[config.mk]
export PLATFORM = sky130hd
export DESIGN_NAME = gbdmg_tone_channel
export DESIGN_NICKNAME = d
export VERILOG_FILES = /design/src/rtl/gbdmg_pkg.sv /design/src/rtl/gbdmg_env_unit.sv /design/src/rtl/gbdmg_tone_channel.sv
export SDC_FILE = /design/constraint.sdc
export NUM_CORES = 1
export LEC_CHECK = 0
export CORE_ASPECT_RATIO = 0.8
export CORE_MARGIN = 8
export CORE_UTILIZATION = 59
export CTS_CLUSTER_DIAMETER = 50
export DETAILED_ROUTE_END_ITERATION = 7
export GPL_TIMING_DRIVEN = 1
export PLACE_DENSITY = 0.86
export SYNTH_ARGS = -nofsm -noshare
export SYNTH_HDL_FRONTEND = slang
export SYNTH_HIERARCHICAL = 1
export SYNTH_SLANG_ARGS = --single-unit
[constraint.sdc]
create_clock -name in_clk -period 8.5 [get_ports in_clk]
set_clock_uncertainty 0.1 [all_clocks]
set_input_delay 1.7 -clock in_clk [delete_from_list [all_inputs] [get_ports in_clk]]
set_output_delay 1.7 -clock in_clk [all_outputs]
set_load 0.005 [all_outputs]
[src/rtl/gbdmg_pkg.sv]
// Shared constants for the DMG-style PSG channels: duty tables, default widths
// and frame-sequencer step masks used by the top level.
package gbdmg_pkg;

  localparam int FREQ_W_DEF = 11;
  localparam int VOL_W_DEF  = 4;
  localparam int LEN_W_DEF  = 6;

  // Bit n of each entry is the output at duty position n.
  localparam logic [7:0] DUTY_PAT [4] = '{8'b0000_0001, 8'b1000_0001,
                                          8'b1000_0111, 8'b0111_1110};

  // 512 Hz frame sequencer: which of the 8 steps clock each unit.
  localparam int         FS_STEPS       = 8;
  localparam logic [7:0] FS_LEN_STEPS   = 8'b0101_0101;
  localparam logic [7:0] FS_SWEEP_STEPS = 8'b0100_0100;
  localparam logic [7:0] FS_ENV_STEPS   = 8'b1000_0000;

  function automatic logic duty_bit(input logic [1:0] code, input logic [2:0] pos);
    return DUTY_PAT[code][pos];
  endfunction

endpackage

[src/rtl/gbdmg_env_unit.sv]
// Volume envelope: trigger loads volume and period, each expiry steps the
// volume by one toward the direction's rail. Period 0 freezes the volume.
module gbdmg_env_unit
  import gbdmg_pkg::*;
#(
  parameter int VOL_W = VOL_W_DEF
) (
  input  logic             clk_i,
  input  logic             rst_n_i,
  input  logic             trig_i,
  input  logic             tick_i,
  input  logic [VOL_W-1:0] vol_init_i,
  input  logic             dir_i,
  input  logic [2:0]       period_i,
  output logic [VOL_W-1:0] vol_o
);

  logic [2:0]       cnt_q, cnt_d;
  logic [VOL_W-1:0] vol_q, vol_d;

  always_comb begin
    cnt_d = cnt_q;
    vol_d = vol_q;
    if (trig_i) begin
      cnt_d = period_i;
      vol_d = vol_init_i;
    end else if (tick_i && period_i != 3'd0) begin
      // A counter left at 0 by a period-0 trigger expires on the first tick.
      if (cnt_q <= 3'd1) begin
        cnt_d = period_i;
        if (dir_i && vol_q != '1)
          vol_d = vol_q + VOL_W'(1);
        else if (!dir_i && vol_q != '0)
          vol_d = vol_q - VOL_W'(1);
      end else begin
        cnt_d = cnt_q - 3'd1;
      end
    end
  end

  always_ff @(posedge clk_i or negedge rst_n_i) begin
    if (!rst_n_i) begin
      cnt_q <= '0;
      vol_q <= '0;
    end else begin
      cnt_q <= cnt_d;
      vol_q <= vol_d;
    end
  end

  assign vol_o = vol_q;

endmodule

[src/rtl/gbdmg_tone_channel.sv]
// DMG-style square channel: prescaled duty timer, envelope, length counter
// and optional frequency sweep with overflow kill.
module gbdmg_tone_channel
  import gbdmg_pkg::*;
#(
  parameter int FREQ_W   = FREQ_W_DEF,
  parameter int VOL_W    = VOL_W_DEF,
  parameter int LEN_W    = LEN_W_DEF,
  parameter int PRESCALE = 4,
  parameter int SWEEP_EN = 1
) (
  input  logic              in_clk,
  input  logic              in_rst_n,
  input  logic [FREQ_W-1:0] in_freq,
  input  logic [1:0]        in_duty,
  input  logic [VOL_W-1:0]  in_env_vol,
  input  logic              in_env_dir,
  input  logic [2:0]        in_env_period,
  input  logic [2:0]        in_sweep_period,
  input  logic              in_sweep_dir,
  input  logic [2:0]        in_sweep_shift,
  input  logic [LEN_W-1:0]  in_len,
  input  logic              in_len_wr,
  input  logic              in_len_en,
  input  logic              in_trigger,
  input  logic              in_tick_len,
  input  logic              in_tick_env,
  input  logic              in_tick_sweep,
  output logic              out_bit,
  output logic [VOL_W-1:0]  out_vol,
  output logic              out_active,
  output logic [FREQ_W-1:0] out_freq,
  output logic              out_freq_upd
);

  localparam int             PS_W     = (PRESCALE > 1) ? $clog2(PRESCALE) : 1;
  localparam logic [LEN_W:0] LEN_FULL = {1'b1, {LEN_W{1'b0}}};

  logic dac_en;
  assign dac_en = (in_env_vol != '0) || in_env_dir;

  logic [PS_W-1:0] ps_q;
  logic            ps_wrap;
  assign ps_wrap = (ps_q == PS_W'(PRESCALE - 1));

  always_ff @(posedge in_clk or negedge in_rst_n) begin
    if (!in_rst_n) ps_q <= '0;
    else           ps_q <= ps_wrap ? '0 : ps_q + PS_W'(1);
  end

  logic [FREQ_W-1:0] sw_freq;
  logic              sw_kill;
  logic              sw_upd;

  generate
    if (SWEEP_EN != 0) begin : g_sweep
      logic [FREQ_W-1:0] sh_q, sh_d;
      logic [3:0]        scnt_q, scnt_d;
      logic              upd_q, upd_d;
      logic [FREQ_W-1:0] base, delta;
      logic [FREQ_W:0]   sum, diff;
      logic              ovf;

      // Trigger checks the freshly loaded frequency, not the old shadow.
      assign base  = in_trigger ? in_freq : sh_q;
      assign delta = base >> in_sweep_shift;
      assign sum   = {1'b0, base} + {1'b0, delta};
      assign diff  = {1'b0, base} - {1'b0, delta};
      assign ovf   = !in_sweep_dir && sum[FREQ_W];

      always_comb begin
        sh_d    = sh_q;
        scnt_d  = scnt_q;
        upd_d   = 1'b0;
        sw_kill = 1'b0;
        if (in_trigger) begin
          sh_d    = in_freq;
          scnt_d  = {1'b0, in_sweep_period};
          sw_kill = (in_sweep_shift != 3'd0) && ovf;
        end else if (in_tick_sweep) begin
          if (scnt_q <= 4'd1) begin
            scnt_d = (in_sweep_period == 3'd0) ? 4'd8 : {1'b0, in_sweep_period};
            if (in_sweep_period != 3'd0) begin
              if (ovf) begin
                sw_kill = 1'b1;
              end else if (in_sweep_shift != 3'd0) begin
                sh_d  = in_sweep_dir ? diff[FREQ_W-1:0] : sum[FREQ_W-1:0];
                upd_d = 1'b1;
              end
            end
          end else begin
            scnt_d = scnt_q - 4'd1;
          end
        end
      end

      always_ff @(posedge in_clk or negedge in_rst_n) begin
        if (!in_rst_n) begin
          sh_q   <= '0;
          scnt_q <= '0;
          upd_q  <= 1'b0;
        end else begin
          sh_q   <= sh_d;
          scnt_q <= scnt_d;
          upd_q  <= upd_d;
        end
      end

      assign sw_freq = sh_q;
      assign sw_upd  = upd_q;
    end else begin : g_no_sweep
      assign sw_freq = '0;
      assign sw_kill = 1'b0;
      assign sw_upd  = 1'b0;
    end
  endgenerate

  logic [FREQ_W-1:0] timer_freq;
  assign timer_freq = (SWEEP_EN != 0) ? sw_freq : in_freq;

  logic [FREQ_W-1:0] tmr_q, tmr_d;
  logic [2:0]        pos_q, pos_d;
  logic [LEN_W:0]    len_q, len_d;
  logic              len_expire;
  logic              active_q, active_d;
  logic              bit_q, bit_d;

  always_comb begin
    tmr_d = tmr_q;
    pos_d = pos_q;
    if (in_trigger) begin
      tmr_d = in_freq;
    end else if (ps_wrap) begin
      if (&tmr_q) begin
        tmr_d = timer_freq;
        pos_d = pos_q + 3'd1;
      end else begin
        tmr_d = tmr_q + FREQ_W'(1);
      end
    end
  end

  always_comb begin
    len_d      = len_q;
    len_expire = 1'b0;
    if (in_len_wr) begin
      len_d = LEN_FULL - {1'b0, in_len};
    end else if (in_trigger) begin
      if (len_q == '0) len_d = LEN_FULL;
    end else if (in_tick_len && in_len_en && len_q != '0) begin
      len_d      = len_q - (LEN_W+1)'(1);
      len_expire = (len_q == (LEN_W+1)'(1));
    end
  end

  always_comb begin
    active_d = active_q;
    if (!dac_en)                     active_d = 1'b0;
    else if (in_trigger)             active_d = !sw_kill;
    else if (len_expire || sw_kill)  active_d = 1'b0;
    bit_d = duty_bit(in_duty, pos_d) & active_d;
  end

  always_ff @(posedge in_clk or negedge in_rst_n) begin
    if (!in_rst_n) begin
      tmr_q    <= '0;
      pos_q    <= '0;
      len_q    <= '0;
      active_q <= 1'b0;
      bit_q    <= 1'b0;
    end else begin
      tmr_q    <= tmr_d;
      pos_q    <= pos_d;
      len_q    <= len_d;
      active_q <= active_d;
      bit_q    <= bit_d;
    end
  end

  gbdmg_env_unit #(.VOL_W(VOL_W)) u_env (
    .clk_i      (in_clk),
    .rst_n_i    (in_rst_n),
    .trig_i     (in_trigger),
    .tick_i     (in_tick_env),
    .vol_init_i (in_env_vol),
    .dir_i      (in_env_dir),
    .period_i   (in_env_period),
    .vol_o      (out_vol)
  );

  assign out_bit      = bit_q;
  assign out_active   = active_q;
  assign out_freq     = sw_freq;
  assign out_freq_upd = sw_upd;

endmodule

---- Word-level counts from Yosys, hierarchy flattened ----
Index checks and enable logic that the tools add are counted.
storage, ports and cells
  register bits after elaboration ......... 48
  bits of input ports ..................... 42
  output and inout port bits .............. 18
  logic and storage cells ................. 120
cells by class
  add/sub/neg operators ................... 11
  magnitude comparators ................... 4
  equality and inequality tests ........... 5
  shift operators ......................... 1
  mux-type cells .......................... 53
  bitwise operators ....................... 2
  reduce and logical (&&, ||, !) cells .... 33
operator list
  kind                                                                   number
  11-bit 2-to-1 mux                                                      11
  4-bit 2-to-1 mux                                                       9
  7-bit 2-to-1 mux                                                       4
  1-bit 2-to-1 mux                                                       18
  3-bit 2-to-1 mux                                                       6
  8-bit binary-select mux with 2-bit select                              1
  8-bit 2-to-1 mux                                                       2
  3-bit nonzero test                                                     5
  2-bit nonzero test                                                     7
  11-bit by 11-bit adder with 12-bit output                              1
  11-bit by 1-bit adder with 11-bit output, second input constant        1
  11-bit AND reduction                                                   1
  11-bit by 3-bit >> shifter with 11-bit output                          1
  11-bit subtractor                                                      1
  4-bit nonzero test                                                     2
  4-bit by 1-bit subtractor with 4-bit output, second input constant     2
  7-bit by 1-bit equality test with 1-bit output, second input constant  1
  1-bit logical AND                                                      7
  7-bit zero test                                                        1
  7-bit nonzero test                                                     1
  7-bit by 1-bit subtractor with 7-bit output, second input constant     1
  7-bit by 6-bit subtractor with 7-bit output, first input constant      1
  5-bit AND reduction                                                    1
  4-bit by 1-bit adder with 4-bit output, second input constant          1
  other kinds (20)                                                       23

---- Logic depth before layout (Yosys ltp) ----
Gate-level depths: netlist of the first run.
  word-level depth ........................ 14
  mapped depth ............................ 16

---- By module ----
The synthesis of the first run kept the hierarchy.
modules (own cells, without submodules)
  module              instances  cells each  area an instance (um^2)
  gbdmg_tone_channel  1          504         4093.9
  gbdmg_env_unit      1          56          569.3

---- Worst setup path before layout of the first run ----
No wires, ideal clock.
  path kind ............................... input port to flip-flop
  start ................................... input in_sweep_shift[0]
  end ..................................... register g_sweep.sh_q[10] (netlist: out_freq[10])
  library setup time ...................... 0.131 ns
  arrival ................................. 4.922 ns
  path slack .............................. 3.347 ns
  cell stages on the path ................. 13
  buffers on the path ..................... 3
  cell sequence ........................... clkbuf_1 > clkbuf_1 > o21ai_0 > mux2_2 > mux2_2 > ha_1 > buf_6 > or4_4 > a211oi_2 > o31ai_2 > o211a_1 > and4_1 > or3_1
on the way
  cells in the longest elaborated chain, start to end .. 9
  elaborated cells on any way between the ends .. 15
  classes of those cells .................. 2 x add/sub; 1 x eq/ne; 1 x shift; 7 x mux; 4 x reduce/logical
ends and longest elaborated chain
  item                                                                            RTL line                                            text
  start, declared                                                                 gbdmg_tone_channel.sv:21                            input logic [2:0] in_sweep_shift,
  11-bit by 3-bit >> shifter with 11-bit output                                   gbdmg_tone_channel.sv:66                            assign delta = base >> in_sweep_shift;
  11-bit by 11-bit adder with 12-bit output or 11-bit subtractor (tied branches)  gbdmg_tone_channel.sv:67, gbdmg_tone_channel.sv:68
  11-bit 2-to-1 mux                                                               gbdmg_tone_channel.sv:87                            sh_d = in_sweep_dir ? diff[FREQ_W-1:0] : sum[FREQ_W-1:0];
  11-bit 2-to-1 mux                                                               gbdmg_tone_channel.sv:86                            end else if (in_sweep_shift != 3'd0) begin
  11-bit 2-to-1 mux                                                               gbdmg_tone_channel.sv:84                            if (ovf) begin
  11-bit 2-to-1 mux                                                               gbdmg_tone_channel.sv:83                            if (in_sweep_period != 3'd0) begin
  11-bit 2-to-1 mux                                                               gbdmg_tone_channel.sv:81                            if (scnt_q <= 4'd1) begin
  11-bit 2-to-1 mux                                                               gbdmg_tone_channel.sv:80                            end else if (in_tick_sweep) begin
  11-bit 2-to-1 mux                                                               gbdmg_tone_channel.sv:76                            if (in_trigger) begin
  end signal, assigned                                                            gbdmg_tone_channel.sv:99                            sh_q <= '0;
  end signal, assigned                                                            gbdmg_tone_channel.sv:103                           sh_q <= sh_d;
  end, declared                                                                   gbdmg_tone_channel.sv:57                            logic [FREQ_W-1:0] sh_q, sh_d;
Several ways; a longest one is shown, not always the timed one. The select of a mux whose other input is x is not followed.
A chain may end at the register's enable or synchronous reset.

---- Worst setup path after layout of the first run ----
  start ................................... input in_trigger
  end ..................................... register g_sweep.sh_q[10] (netlist: out_freq[10])
on the way
  cells in the longest elaborated chain, start to end .. 10
  elaborated cells on any way between the ends .. 18
  classes of those cells .................. 2 x add/sub; 1 x eq/ne; 1 x shift; 8 x mux; 6 x reduce/logical
ends and longest elaborated chain
  item                                                                            RTL line                                            text
  start, declared                                                                 gbdmg_tone_channel.sv:25                            input logic in_trigger,
  11-bit 2-to-1 mux                                                               gbdmg_tone_channel.sv:65                            assign base = in_trigger ? in_freq : sh_q;
  11-bit by 3-bit >> shifter with 11-bit output                                   gbdmg_tone_channel.sv:66
  11-bit by 11-bit adder with 12-bit output or 11-bit subtractor (tied branches)  gbdmg_tone_channel.sv:67, gbdmg_tone_channel.sv:68
  11-bit 2-to-1 mux                                                               gbdmg_tone_channel.sv:87
  11-bit 2-to-1 mux                                                               gbdmg_tone_channel.sv:86
  11-bit 2-to-1 mux                                                               gbdmg_tone_channel.sv:84
  11-bit 2-to-1 mux                                                               gbdmg_tone_channel.sv:83
  11-bit 2-to-1 mux                                                               gbdmg_tone_channel.sv:81
  11-bit 2-to-1 mux                                                               gbdmg_tone_channel.sv:80
  11-bit 2-to-1 mux                                                               gbdmg_tone_channel.sv:76
Several ways; a longest one is shown, not always the timed one. The select of a mux whose other input is x is not followed.

==> reports/metrics.csv, run 1 <==
stage,metric,value,unit
timing,fin crit share,66.95,%
layout,area growth from synthesis to layout,16.02,%
clocking,Skew-Pair Late Insertion Delay,0.30,ns
synthesis,mux contribution to synthesized area,9.606,%
power,P_leak,2.317,nW
synthesis,Synth Flop Type,dfrtp_1,
job,Max Cap Violations,0,
setup_path,crit path capture type,flip-flop,
timing,Final Max Tran Viols,0,
detailed_routing,Vias,4431,
global_route,GRT Total Usage,21.78,%
detailed_routing,Pre-antenna DRT Iters,5,
synthesis,Synth Area in Adders,10.95,%
floorplan,Initial Util,59.78,%
synthesis,largest family of logic cells by synthesized area,compound AO/OA/AOI/OAI gates,
setup_path,worst reg-to-reg setup slack,4.24,ns
global_route,vias in the first global route,4068,
clocking,post-CTS sizing,0,
timing,Final Hold Viols,0,
hold_path,HP Class,flip-flop to flip-flop,
layout,Antenna Cells,0,
placed_design,Post-DP HPWL,9244,um
power,VDD IR-drop max,0.00008629,V
power,NetSw,0.0003448,W
clocking,Root Driver,clkbuf_8,
synthesis,synth cell count leaders,"nand2_1 (50), dfrtp_1 (48), nor2_1 (41), o21ai_0 (41), inv_1 (40)",
detailed_routing,WL/cell,16.93,um
timing,f_max,0.1757,GHz
timing,setup violators final,0,
clocking,Max Root-Sink Buffers,2,
synthesis,asr flop ratio synth,100.0,%
setup_path,crit path max fanout,32,
setup_path,Critical Path Source Type,input port,
setup_path,CP Class,input port to flip-flop,
placed_design,port bufs,59,
timing,min cycle time layout,5.690,ns
layout,share of layout cells above drive strength 1,8.926,%
synthesis,Ys Warns,6,
synthesis,post-synth top area cell,dfrtp_1,
synthesis,synth top area cells,"dfrtp_1 (26%), ha_1 (9.7%), mux2i_1 (4.9%)",
global_route,pin count of the biggest net entering global routing,49,
clocking,CTS tree,done,
layout,final non-filler cell total,713,
setup_path,"Arr. time, crit path",5.78,ns
synthesis,library cells used by synthesis,81,
clocking,Num Clock Sinks,48,
power,Sequential Power Share,34.5,%
placed_design,GP Congestion,0.9230,
power,Pint,0.0005553,W
power,sw frac,38.31,%
power,pwr dens,166.4,nW/um^2
synthesis,Synth Area per Inst,8.327,um^2
clocking,H-tree depth,2,
run_status,outcome,"complete, no violations",
layout,Final nets,685,
synthesis,Synth Area in Simple Gates,19.86,%
synthesis,register area share after synthesis,25.76,%
clocking,"CTS clk-pin slew, worst paths",0.09,ns
placed_design,Post-Place Cells,705,
setup_path,CP required,8.59,ns
timing,setup TNS,0,ns
timing,RSZ-0062 raised after global routing,no,
floorplan,# IOs,60,
synthesis,top-area cell type share of the netlist area,25.76,%
floorplan,Die W,115.4,um
synthesis,Yosys reg bits,48,
detailed_routing,remaining antenna violation count,0,
clocking,# hold bufs at CTS,0,
detailed_routing,DR iter-0 viols,335,
floorplan,Die Ht,95.52,um
power,Clock Power Share,18.7,%
clocking,Post-CTS Setup Inserts,0,
floorplan,die area,11020,um^2
synthesis,"Cell Area, Synth",4663,um^2
global_route,initial antenna violation count,0,
synthesis,number of synthesized flops with an enable pin,0,
detailed_routing,total routed wirelength,12070,um
synthesis,synthesized instance count,560,
clocking,total CTS buffers,5,
synthesis,complex-gate fraction of the synthesized area,24.85,%
synthesis,"count leader, synth",nand2_1,
timing,Max-Slew Margin vs Limit,34.07,%
floorplan,# rows,29,
detailed_routing,# DRC,0,
timing,Slew @ Worst Pin,0.9786,ns
synthesis,Synth Area in XOR/XNOR,3.166,%
floorplan,core area,7801,um^2
synthesis,Syn Nets,641,
global_route,global-route wire length before repair,19520,um
power,Logic pwr share,46.8,%
detailed_routing,DR vias/cell,6.215,
global_route,GR Overflow Total,0,
through the flow:
step	total power (W)	instance area (um^2)	hold slack, ns	setup WS (ns)	util, %
finish	0.0009001	5410	0.3379	2.810	69.35
global route	0.0009585	5410	0.3671	2.601	69.35
CTS	0.0008975	5410	0.3416	2.878	69.35
detailed placement	0.0007278	5299	0.3278	2.572	67.92
global placement	0.0007086	5299	0.3144	2.692	67.92
floorplan	0.0005878	4663	0.3031	3.347	-
area by class of cell:
class	count	area (um^2)
timing repair buffer	64	618.1
inverter	41	153.9
tap	108	135.1
clock buffer	5	68.82
fill	608	2391
clock inverter	3	42.54
multi-input combinational	444	3191
sequential	48	1201
worst paths after layout:
check / from / endpoint / cells after the start
setup / recovery: in_trigger / out_freq[10]$_DFFE_PN0P_ / 15
hold / removal: ps_q[0]$_DFF_PN0_ / ps_q[0]$_DFF_PN0_ / 1
setup reg to reg: out_freq[5]$_DFFE_PN0P_ / out_freq[10]$_DFFE_PN0P_ / 12
hold reg to reg: ps_q[0]$_DFF_PN0_ / ps_q[0]$_DFF_PN0_ / 1
max in group asynchronous: in_rst_n / len_q[5]$_DFFE_PN0P_ / 2
min in group asynchronous: in_rst_n / out_freq[2]$_DFFE_PN0P_ / 2
placed cells by master, fill, tap and decap left out, types with 5 or more instances in the layout:
master            n
a211oi_1          6
a21o_1            7
a21oi_1          31
a31oi_1           8
buf_4             5
clkbuf_8          5
clkdlybuf4s50_1  57
dfrtp_1          48
ha_1             36
inv_1            40
mux2_2           13
mux2i_1          23
nand2_1          50
nand2b_1         15
nand3_1          13
nor2_1           41
nor2b_1           6
nor3_1           18
o21a_1            9
o21ai_0          41
o21ai_1           9
or3_1             7
xnor2_1           7
xor2_1            8
power by group through the flow:
stage	sequential, W	clock, W	combinational [W]
CTS	0.000309	0.000171	0.000418
finish	0.000310	0.000168	0.000421
floorplan	0.000303	0	0.000285
global route	0.000316	0.000179	0.000463
detailed placement	0.000314	0	0.000414
global placement	0.000311	0	0.000398
critical path, stage by stage:
cell,delay [ns]
buf_2,0.41
buf_4,0.41
nand2b_1,0.18
nand2_1,0.12
mux2i_1,0.21
o21ai_0,0.14
nor2b_1,0.17
a21oi_1,0.15
ha_1,0.34
or4_4,0.58
a211oi_2,0.21
o31ai_2,0.14
o211a_1,0.42
and4_1,0.24
or3_1,0.33
cells by family after synthesis:
| kind of cell | after synthesis |
|---|---|
| AND/OR/NAND/NOR | 180 |
| AO/OA/AOI/OAI | 168 |
| buffers and inverters | 68 |
| flip-flops | 48 |
| multiplexers | 41 |
| adder cells (fa/ha/maj) | 39 |
| XOR/XNOR | 16 |
layer usage:
metal / routed length, um / share of wire (%) / track usage [%] / up-vias
met3: 781 / 6.5 / 2.405 / 14
met1: 5474 / 45 / 30.22 / 2122
li1: - / - / - / 2111
met4: 127 / 1.1 / 4.907 / 0
met5: 0 / 0 / 0 / -
met2: 5685 / 47 / 35.70 / 184
state kept, by name (all words and copies together) (netlist names):
register and count:
u_env/vol_o 4, u_env/cnt_q 3, ps_q 2, len_q 7, out_freq 11, out_active 1
out_bit 1, out_freq_upd 1, tmr_q 11, g_sweep.scnt_q 4, pos_q 3
Power figures use the tool's default switching activity.
==> run 2: changes to the inputs <==
--- a/config.mk
+++ b/config.mk
@@ -7,11 +7,11 @@
 export LEC_CHECK = 0
 export CORE_ASPECT_RATIO = 0.8
 export CORE_MARGIN = 8
-export CORE_UTILIZATION = 59
+export CORE_UTILIZATION = 51
 export CTS_CLUSTER_DIAMETER = 50
 export DETAILED_ROUTE_END_ITERATION = 7
 export GPL_TIMING_DRIVEN = 1
-export PLACE_DENSITY = 0.86
+export PLACE_DENSITY = 0.79
 export SYNTH_ARGS = -nofsm -noshare
 export SYNTH_HDL_FRONTEND = slang
 export SYNTH_HIERARCHICAL = 1
==> constraint.sdc (replaced) <==
create_clock -name in_clk -period 4.9 [get_ports in_clk]
set_clock_uncertainty 0.1 [all_clocks]
set_input_delay 0.98 -clock in_clk [delete_from_list [all_inputs] [get_ports in_clk]]
set_output_delay 0.98 -clock in_clk [all_outputs]
set_load 0.005 [all_outputs]
==> reports/metrics.csv, run 2 (synthesis gave the netlist of run 1 again) <==
stage,metric,value,unit,change
setup_path,"Arr. time, crit path",4.61,ns,-1.17 ns
layout,"commonest non-fill, non-tap cell in the layout",clkdlybuf4s50_1,,
setup_path,CP required,4.97,ns,-3.62 ns
global_route,pin count of the biggest net entering global routing,49,,unchanged
layout,area growth from synthesis to layout,19.75,%,
floorplan,# IOs,60,,unchanged
placed_design,Area after DPL,5420,um^2,+2.3%
clocking,total CTS buffers,5,,unchanged
timing,f_max,0.2201,GHz,
floorplan,Die W,122.9,um,+6.5%
detailed_routing,remaining antenna violation count,0,,unchanged
timing,min cycle time layout,4.544,ns,
detailed_routing,WL/cell,17.21,um,+1.7%
timing,RSZ-0062 raised after global routing,no,,
timing,Slew @ Worst Pin,1.106,ns,+0.1273 ns
placed_design,GP Congestion,0.9141,,-0.96%
global_route,global-route wire length before repair,20810,um,+6.6%
detailed_routing,total routed wirelength,12650,um,+4.8%
setup_path,Critical Path Source Type,input port,,
floorplan,core area,8960,um^2,+15%
clocking,"CTS clk-pin slew, worst paths",0.06,ns,-0.03 ns
timing,final worst slack,0.3556,ns,-2.454 ns
global_route,vias in the first global route,4384,,+7.8%
setup_path,CP max-delay cell,or4_4,,
placed_design,Post-Place Cells,727,,+3.1%
placed_design,Post-DP HPWL,9941,um,+7.5%
setup_path,crit path capture type,flip-flop,,
power,Final Total Pwr,0.001673,W,+86%
detailed_routing,# DRC,0,,unchanged
layout,share of layout cells above drive strength 1,10.97,%,+2.0 points
clocking,Root Driver,clkbuf_16,,
setup_path,CP Class,input port to flip-flop,,
layout,design area,5584,um^2,+3.2%
global_route,initial antenna violation count,0,,unchanged
floorplan,die area,12480,um^2,+13%
detailed_routing,DR iter-0 viols,414,,+24%
clocking,Num Clock Sinks,48,,unchanged
clocking,CTS tree,done,,
placed_design,port bufs,59,,unchanged
setup_path,delay of the slowest cell on the worst path,0.55,ns,-0.03 ns
power,pwr dens,299.6,nW/um^2,+80%
setup_path,cell mode on critical path,buf_4,,
clocking,H-tree depth,2,,unchanged
clocking,post-CTS sizing,0,,unchanged
timing,fin crit share,92.74,%,
layout,Antenna Cells,0,,unchanged
global_route,GR Overflow Total,0,,unchanged
clocking,Skew-Pair Late Insertion Delay,0.29,ns,about the same
layout,Final nets,700,,+2.2%
detailed_routing,Pre-antenna DRT Iters,5,,unchanged
clocking,# hold bufs at CTS,0,,unchanged
detailed_routing,DR vias/cell,6.088,,-2.0%
timing,Final Max Tran Viols,0,,unchanged
placed_design,"worst slack, placed",0.1251,ns,-2.447 ns
floorplan,Initial Util,52.05,%,-7.7 points
timing,setup violators final,0,,unchanged
layout,Fill cells,768,,+26%
floorplan,# rows,31,,+6.9%
layout,most frequent cells in the layout,"clkdlybuf4s50_1 (57), nand2_1 (50), dfrtp_1 (48), o21ai_0 (41), nor2_1 (41)",,
floorplan,Die Ht,101.5,um,+6.3%
global_route,GRT Total Usage,20.47,%,-1.3 points
power,P_leak,2.417,nW,+4.3%
run_status,outcome,"complete, no violations",,
timing,setup TNS,0,ns,unchanged
detailed_routing,Vias,4475,,+0.99%
timing,Max-Slew Margin vs Limit,26.27,%,-7.8 points
setup_path,worst-path cell chain,clkdlybuf4s50_1 -> buf_4 -> mux2i_1 -> nand2_1 -> o21ai_0 -> nor2b_1 -> a21oi_1 -> ha_1 -> or4_4 -> a211oi_2 -> o31ai_2 -> o211a_1 -> buf_4 -> buf_4 -> mux2i_1 -> o21ai_1,,
power,VDD IR-drop max,0.0001454,V,+69%
layout,final non-filler cell total,735,,+3.1%
clocking,Post-CTS Setup Inserts,0,,unchanged
timing,Final Hold Viols,0,,unchanged
job,Max Cap Violations,0,,unchanged
clocking,Max Root-Sink Buffers,2,,unchanged
hold_path,HP Class,flip-flop to flip-flop,,
setup_path,crit path max fanout,15,,-53%
[run 2: changes by cell type in the layout (fill, tap and decap cells not counted)]
cell	before	now
buf_4	5	20
clkbuf_16	0	5
clkbuf_8	5	0
clkbuf_1	0	1
clkinvlp_4	1	0
[run 2: through the flow]
step / utilization, % / hold WS [ns]
after floorplan: - / 0.3031
after global placement: 60.49 / 0.3154
after detailed placement: 60.49 / 0.3279
after CTS: 62.32 / 0.3374
after global routing: 62.32 / 0.3713
final: 62.32 / 0.3373
[run 2: worst paths after layout]
| path | start | slack, ns | cells after the start | endpoint |
|---|---|---|---|---|
| min in group asynchronous | in_rst_n | 0.80 | 1 | u_env/cnt_q[0]$_DFFE_PN0P_ |
| worst min-delay path | ps_q[0]$_DFF_PN0_ | 0.34 | 1 | ps_q[0]$_DFF_PN0_ |
| max in group asynchronous | in_rst_n | 3.22 | 1 | len_q[2]$_DFFE_PN0P_ |
| worst min register to register | ps_q[0]$_DFF_PN0_ | 0.34 | 1 | ps_q[0]$_DFF_PN0_ |
| worst max-delay path | in_sweep_shift[0] | 0.36 | 16 | out_freq[4]$_DFFE_PN0P_ |
| worst max register to register | out_freq[7]$_DFFE_PN0P_ | 1.11 | 14 | out_freq[4]$_DFFE_PN0P_ |
[run 2: report_power, final]
group / total (W) / switching (W) / internal (W)
combinational: 0.000752 / 0.000379 / 0.000373
clock: 0.000383 / 0.000143 / 0.000240
sequential: 0.000538 / 0.0000812 / 0.000457
total: 0.00167 / 0.000603 / 0.00107
[run 2: final cells by class]
cell class,instances,area (um^2),area share [%]
Multi-Input combinational cell,444,3191,57.14
Sequential cell,48,1201,21.51
Timing Repair Buffer,79,730.7,13.09
Inverter,41,153.9,2.756
Tap cell,115,143.9,2.577
Clock buffer,6,128.9,2.308
Clock inverter,2,35.03,0.6274
[run 2: worst max-delay path, delay by kind of cell]
| kind | cells | cell delay (ns) |
|---|---|---|
| compound gates | 6 | 0.89 |
| fa+ha+maj | 1 | 0.32 |
| buf+inv | 4 | 1.04 |
| mux | 2 | 0.49 |
| simple gates | 3 | 0.87 |
[run 2: routing by layer]
layer / vias up / global-route usage [%] / share of wire, %
li1: 2140 / - / -
met1: 2184 / 27.28 / 47
met2: 134 / 33.42 / 46
met3: 17 / 3.064 / 5.5
met4: 0 / 6.355 / 1.7
met5: - / 0 / 0
